## src/rtl/immed_gen_pipe.sv

```systemverilog
// Decode-stage immediate generator: extracts the immediate from a 32-bit instruction word and
// presents it through a valid/ready output register, optionally backed by a one-entry skid slot.
module immed_gen_pipe #(
  parameter int unsigned XLEN  = 32,
  parameter int unsigned TAG_W = 4,
  parameter int unsigned SKID  = 1
) (
  input  logic             clk,
  input  logic             rst_n,
  input  logic             in_valid,
  output logic             in_ready,
  input  logic [31:0]      ir,
  input  logic [2:0]       imm_sel,
  input  logic [TAG_W-1:0] in_tag,
  output logic             out_valid,
  input  logic             out_ready,
  output logic [XLEN-1:0]  imm,
  output logic [TAG_W-1:0] out_tag,
  output logic             illegal
);

  localparam logic [2:0] SelI   = 3'b000;
  localparam logic [2:0] SelS   = 3'b001;
  localparam logic [2:0] SelB   = 3'b010;
  localparam logic [2:0] SelU   = 3'b011;
  localparam logic [2:0] SelJ   = 3'b100;
  localparam logic [2:0] SelZ   = 3'b101;
  localparam logic [2:0] SelSh  = 3'b110;
  localparam logic [2:0] SelIll = 3'b111;

  // Stored word layout: {illegal, tag, immediate}
  localparam int unsigned DW = XLEN + TAG_W + 1;

  logic [63:0]   imm64;
  logic [DW-1:0] in_word;

  logic          out_valid_q, out_valid_d;
  logic [DW-1:0] out_q, out_d;
  logic          skid_valid_q, skid_valid_d;
  logic [DW-1:0] skid_q, skid_d;
  logic          load_out;
  logic          accept;

  // Build at 64 bits and truncate so the same expressions serve both XLEN values.
  always_comb begin
    imm64 = '0;
    case (imm_sel)
      SelI, SelIll: imm64 = {{52{ir[31]}}, ir[31:20]};
      SelS:         imm64 = {{52{ir[31]}}, ir[31:25], ir[11:7]};
      SelB:         imm64 = {{51{ir[31]}}, ir[31], ir[7], ir[30:25], ir[11:8], 1'b0};
      SelU:         imm64 = {{32{ir[31]}}, ir[31:12], 12'h000};
      SelJ:         imm64 = {{43{ir[31]}}, ir[31], ir[19:12], ir[20], ir[30:21], 1'b0};
      SelZ:         imm64 = {59'd0, ir[19:15]};
      SelSh:        imm64 = (XLEN == 64) ? {58'd0, ir[25:20]} : {59'd0, ir[24:20]};
      default:      imm64 = '0;
    endcase
  end

  assign in_word = {(imm_sel == SelIll), in_tag, imm64[XLEN-1:0]};

  always_comb begin
    load_out     = !out_valid_q || out_ready;
    in_ready     = (SKID != 0) ? !skid_valid_q : load_out;
    accept       = in_valid && in_ready;
    out_valid_d  = out_valid_q;
    out_d        = out_q;
    skid_valid_d = skid_valid_q;
    skid_d       = skid_q;
    if (load_out) begin
      // The skid entry is older than anything at the input, so it drains first.
      if (skid_valid_q) begin
        out_d        = skid_q;
        out_valid_d  = 1'b1;
        skid_valid_d = 1'b0;
      end else if (accept) begin
        out_d       = in_word;
        out_valid_d = 1'b1;
      end else begin
        out_valid_d = 1'b0;
      end
    end else if (accept) begin
      skid_d       = in_word;
      skid_valid_d = 1'b1;
    end
  end

  always_ff @(posedge clk or negedge rst_n) begin
    if (!rst_n) begin
      out_valid_q  <= 1'b0;
      out_q        <= '0;
      skid_valid_q <= 1'b0;
      skid_q       <= '0;
    end else begin
      out_valid_q  <= out_valid_d;
      out_q        <= out_d;
      skid_valid_q <= skid_valid_d;
      skid_q       <= skid_d;
    end
  end

  assign out_valid = out_valid_q;
  assign {illegal, out_tag, imm} = out_q;

endmodule

```

## config.mk

```make
export PLATFORM = sky130hd
export DESIGN_NAME = immed_gen_pipe
export DESIGN_NICKNAME = d
export VERILOG_FILES = /design/src/rtl/immed_gen_pipe.sv
export SDC_FILE = /design/constraint.sdc
export NUM_CORES = 1
export LEC_CHECK = 0
export CORE_UTILIZATION = 46
export DETAILED_ROUTE_END_ITERATION = 6
export PLACE_DENSITY_LB_ADDON = 0.08
export SKIP_LAST_GASP = 1
export SYNTH_ARGS = -nofsm -noshare
export SYNTH_HDL_FRONTEND = slang
export SYNTH_SLANG_ARGS = --single-unit
```

## constraint.sdc

```tcl
create_clock -name clk -period 1.3 [get_ports clk]
set_input_delay 0.26 -clock clk [delete_from_list [all_inputs] [get_ports clk]]
set_output_delay 0.26 -clock clk [all_outputs]
set_load 0.01 [all_outputs]
```

==> results summary <==
Walking the worst path, the cells encountered are clkdlybuf4s15_1, buf_4, nor2_1, buf_4, a22oi_1, nand3_1, a21oi_1. The CTS tree is done. The number of violations of the max-capacitance limit is 0. After synthesis, the largest area contributor takes up between 40 and 50% of total cell area. The final antenna-violating net count is 0. The classification of the worst setup path is in -> reg. The number of nets in the synthesized netlist is a little under 500. The area inside the core boundary came out at a little over 0.008 sq mm.

The via count of the first global-routing pass came out at 3705. The part of the total power dissipated in the clock network is approximately 28%. The area added between synthesis and finish came out at 54.4%. The total CTS buffers came out at 9. In this run the clock root is driven by a sky130_fd_sc_hd__clkbuf_8. Setup slack on the critical path of the routed design comes to -114 ps. The share of total power consumed by net switching is 31.4%. Global routing finished with a remaining overflow of 0. The area used by multi-input combinational logic is roughly 0.0021 sq mm. The peak fanout along the critical path came out at 7. Buffers placed on the I/O ports in this run total 74. The run finished, with violations left.

Setup repair after global routing could not meet its margin everywhere. Entering global routing, the biggest net connects 29 pins. The sequential fraction of design power came out at between 40% and 50%.

Summing all placed instances gives a cell area of 0.00500 sq mm. The row count came out at 33. STA puts the critical path data arrival time at between 1500 and 2000 ps. The finished cells cover ~0.0060 sq mm.

The number of distinct library cells after synthesis came out at 38. The DRC violation count after routing is 0. The worst min-delay path category is in -> async. The die covers ~0.0089 sq mm. The post-placement worst setup slack came out at -641 ps. The number of sinks handled by clock tree synthesis came out at 76. The synthesized design contains 0 enable-type register cells. The async set-or-reset flop fraction in the synthesized netlist is 100%. The worst setup path is launched from an input pin. The highest clock rate came out at a little over 0.7 GHz.

The max-slew headroom at the worst pin came out at 67.3%. The detailed router placed between 3000 and 4000 vias in this run. In this run the horizontal extent of the chip is approximately 94 um. Ranked by total cell area, the synthesized netlist is headed by sky130_fd_sc_hd__dfrtp_1, sky130_fd_sc_hd__nand2_1, sky130_fd_sc_hd__o21ai_0. The number of H-tree branching levels came out at 3. For this run, the number of Yosys warnings is 0. The number of violations reported at the end of detailed-routing iteration 0 is 404. In this run the power spent charging and discharging nets is roughly 0.0024 W.

On the worst path, the slowest cell contributes a delay of about 350 ps. The worst ir drop on vdd came out at between 0.7 and 0.8 mV. Across every metal layer, demand over resource in global routing totals roughly 28%. The fraction of final layout cells sized beyond drive strength 1 is around 28%. The repair_antennas step left the layout with diodes totalling 0. The layout has approximately 560 filler cells.

The leakage dissipation is 2.73 nW. The final critical delay including setup and external delays came out at 1410 ps. The cell count after placement is approximately 640. The initial core utilization came out at 47.6%. The average size of a mapped cell is 8.71 sq um. The register area is approximately 0.0019 sq mm.

The power density over the cells is about 1300 mW/mm^2. The maximum clock path buffer count came out at 2. The largest total area in the synthesized netlist belongs to sky130_fd_sc_hd__dfrtp_1. The count of mapped cells out of synthesis is 449. The first-pass GRT wire length came out at about 19000 um. The power share of the combinational group came out at between 30 and 40%. The insertion delay of the later-clocked pin in the worst-skew pair came out at 370 ps. The slowest stage of the critical path is the sky130_fd_sc_hd__clkdlybuf4s15_1 cell. The cell occurring most often along the worst timing path is sky130_fd_sc_hd__buf_4.

The worst hold margin came out at about 370 ps. Counting flops and latches in the post-synthesis netlist gives 76. The mean routed wirelength per cell came out at 19.0 um.

After clock tree synthesis, the clock-pin slew on the worst setup and hold paths is 80 ps. The detailed-route vias per instance is ~5.9. The internal power summed over all cells is about 0.0053 W. The number of antenna violations at the first check in global routing came out at 0. The layout net count is 612. After synthesis, the most frequently instantiated cells are sky130_fd_sc_hd__nand2_1, sky130_fd_sc_hd__dfrtp_1, sky130_fd_sc_hd__o21ai_0.

The final cycle utilization of the critical path came out at 109%. The most common flop cell mapped by yosys is sky130_fd_sc_hd__dfrtp_1. The chip height is approximately 94 um. The sequential element share of the synthesized area is 48.6%. The checks that failed: negative setup slack. The number of failing hold endpoints at the final stage came out at 0. The pin slew with the least headroom to its limit is around 480 ps. On the final layout, the worst clock skew is about 14 ps. The final weighted congestion in routability-driven placement is 0.893. The endpoint class of the critical path is a flip-flop. The area of the mapped netlist came out at roughly 0.004 sq mm.

Excluding fillers, the count of instances in the completed layout stands at 679. The count of final max-slew check failures came out at 0. The total wire length after detailed routing is 12900 um. The total setup violations reported at the end of the flow is 43. Cells fill between 70% and 80% of the core in the end. Summed over all nets, the half-perimeter wirelength after detailed placement is 7290 um. The pre-antenna-repair detailed-routing pass consisted of 6 iterations.

~80 I/O pins were placed. The most repeated cell in the gate-level netlist after synthesis is sky130_fd_sc_hd__nand2_1. The required time at the endpoint of the critical path came out at around 1600 ps.
[metrics by stage]
step | total power [W] | TNS, ps
2_1_floorplan | 0.00404 | 0
3_3_place_gp | 0.00504 | -38020
3_5_place_dp | 0.00509 | -39000
4_1_cts | 0.00731 | -2050
5_1_grt | 0.00801 | -5890
6_report | 0.00767 | -2190
[registers in the layout (all words and copies together), names as in the netlist]
signal,count
skid_q,37
out_valid,1
skid_valid_q,1
out_q,37
[power by group through the flow]
stage                     registers [W]  clock network, W  logic, W
after CTS                       0.00311           0.00218   0.00202
after global routing            0.00321           0.00227   0.00253
after floorplan                 0.00321                 0  0.000830
after detailed placement        0.00315                 0   0.00195
final                           0.00316           0.00217   0.00235
after global placement          0.00313                 0   0.00192
[timing repair]
item / CTS / global route
hold buffers: 1 / 0
buffers inserted: 12 / 8
gates cloned: 5 / 5
endpoints found under the hold margin: 25 / 0
gates resized for setup: 110 / 103
endpoints found under the setup margin: 111 / 95
pin swaps: 9 / 16
[layout by cell type (no fill, tap or decap), types with 2 or more instances in the layout]
cell and instances:
sky130_fd_sc_hd__dfrtp_1 76, sky130_fd_sc_hd__nand2_1 71, sky130_fd_sc_hd__o21ai_0 48, sky130_fd_sc_hd__buf_4 40, sky130_fd_sc_hd__clkdlybuf4s15_1 37, sky130_fd_sc_hd__clkdlybuf4s50_1 30
sky130_fd_sc_hd__nand3_1 23, sky130_fd_sc_hd__nor2_1 22, sky130_fd_sc_hd__o21ai_1 19, sky130_fd_sc_hd__a21oi_1 19, sky130_fd_sc_hd__mux2i_1 18, sky130_fd_sc_hd__nand2_2 14
sky130_fd_sc_hd__o211ai_1 14, sky130_fd_sc_hd__inv_1 14, sky130_fd_sc_hd__buf_12 13, sky130_fd_sc_hd__clkbuf_8 12, sky130_fd_sc_hd__buf_6 11, sky130_fd_sc_hd__nand2_4 10
sky130_fd_sc_hd__nand2b_1 9, sky130_fd_sc_hd__o21ai_2 6, sky130_fd_sc_hd__nor3_2 6, sky130_fd_sc_hd__a221oi_2 6, sky130_fd_sc_hd__o31ai_4 5, sky130_fd_sc_hd__a22oi_1 4
sky130_fd_sc_hd__clkbuf_16 4, sky130_fd_sc_hd__nor2b_1 3, sky130_fd_sc_hd__o311ai_2 3, sky130_fd_sc_hd__buf_16 3, sky130_fd_sc_hd__or3b_4 2, sky130_fd_sc_hd__nor3_4 2
sky130_fd_sc_hd__nand2b_4 2, sky130_fd_sc_hd__a21oi_2 2, sky130_fd_sc_hd__bufinv_16 2, sky130_fd_sc_hd__clkbuf_2 2
[final timing paths]
| path | endpoint | startpoint | cells after the start | slack (ps) |
|---|---|---|---|---|
| worst max-delay path | out_q[4] | imm_sel[1] | 7 | -110 |
| max in group asynchronous | out_q[34] | rst_n | 3 | 460 |
| min in group clk | skid_q[34] | in_tag[2] | 3 | 460 |
| worst min-delay path | out_q[8] | rst_n | 2 | 370 |
| worst min register to register | skid_q[16] | skid_q[16] | 2 | 480 |
| worst max register to register | skid_q[15] | skid_valid_q | 8 | -90 |
[layout make-up]
cell class                 count  area share [%]
inverter                      15           0.932
multi-input combinational    322            35.0
clock inverter                 3            1.12
timing repair buffer         145            26.5
sequential                    76            31.5
tap                          105            2.18
clock buffer                  13            2.80
[cells by family after synthesis]
family,after synthesis,synth area share (%)
muxes,18,4.61
and+or+nand+nor,169,19.0
buffers and inverters,51,7.04
DFF,76,48.6
AOI/OAI and AO/OA,135,20.7
[per-layer routing]
| layer | vias up | part of all wire (%) | global-route usage, % |
|---|---|---|---|
| li1 | 1795 | - | - |
| met1 | 1952 | 42 | 36.8 |
| met2 | 194 | 48 | 45.4 |
| met3 | 37 | 6.2 | 4.05 |
| met4 | 0 | 2.9 | 11.2 |
| met5 | - | 0 | 0 |
[critical path: cells and delay by family]
kind	cells	cell delay, ps
buffers and inverters	3	720
AO/OA/AOI/OAI	2	480
AND/OR/NAND/NOR	2	220
No activity file was read; power rests on OpenSTA's default activity.
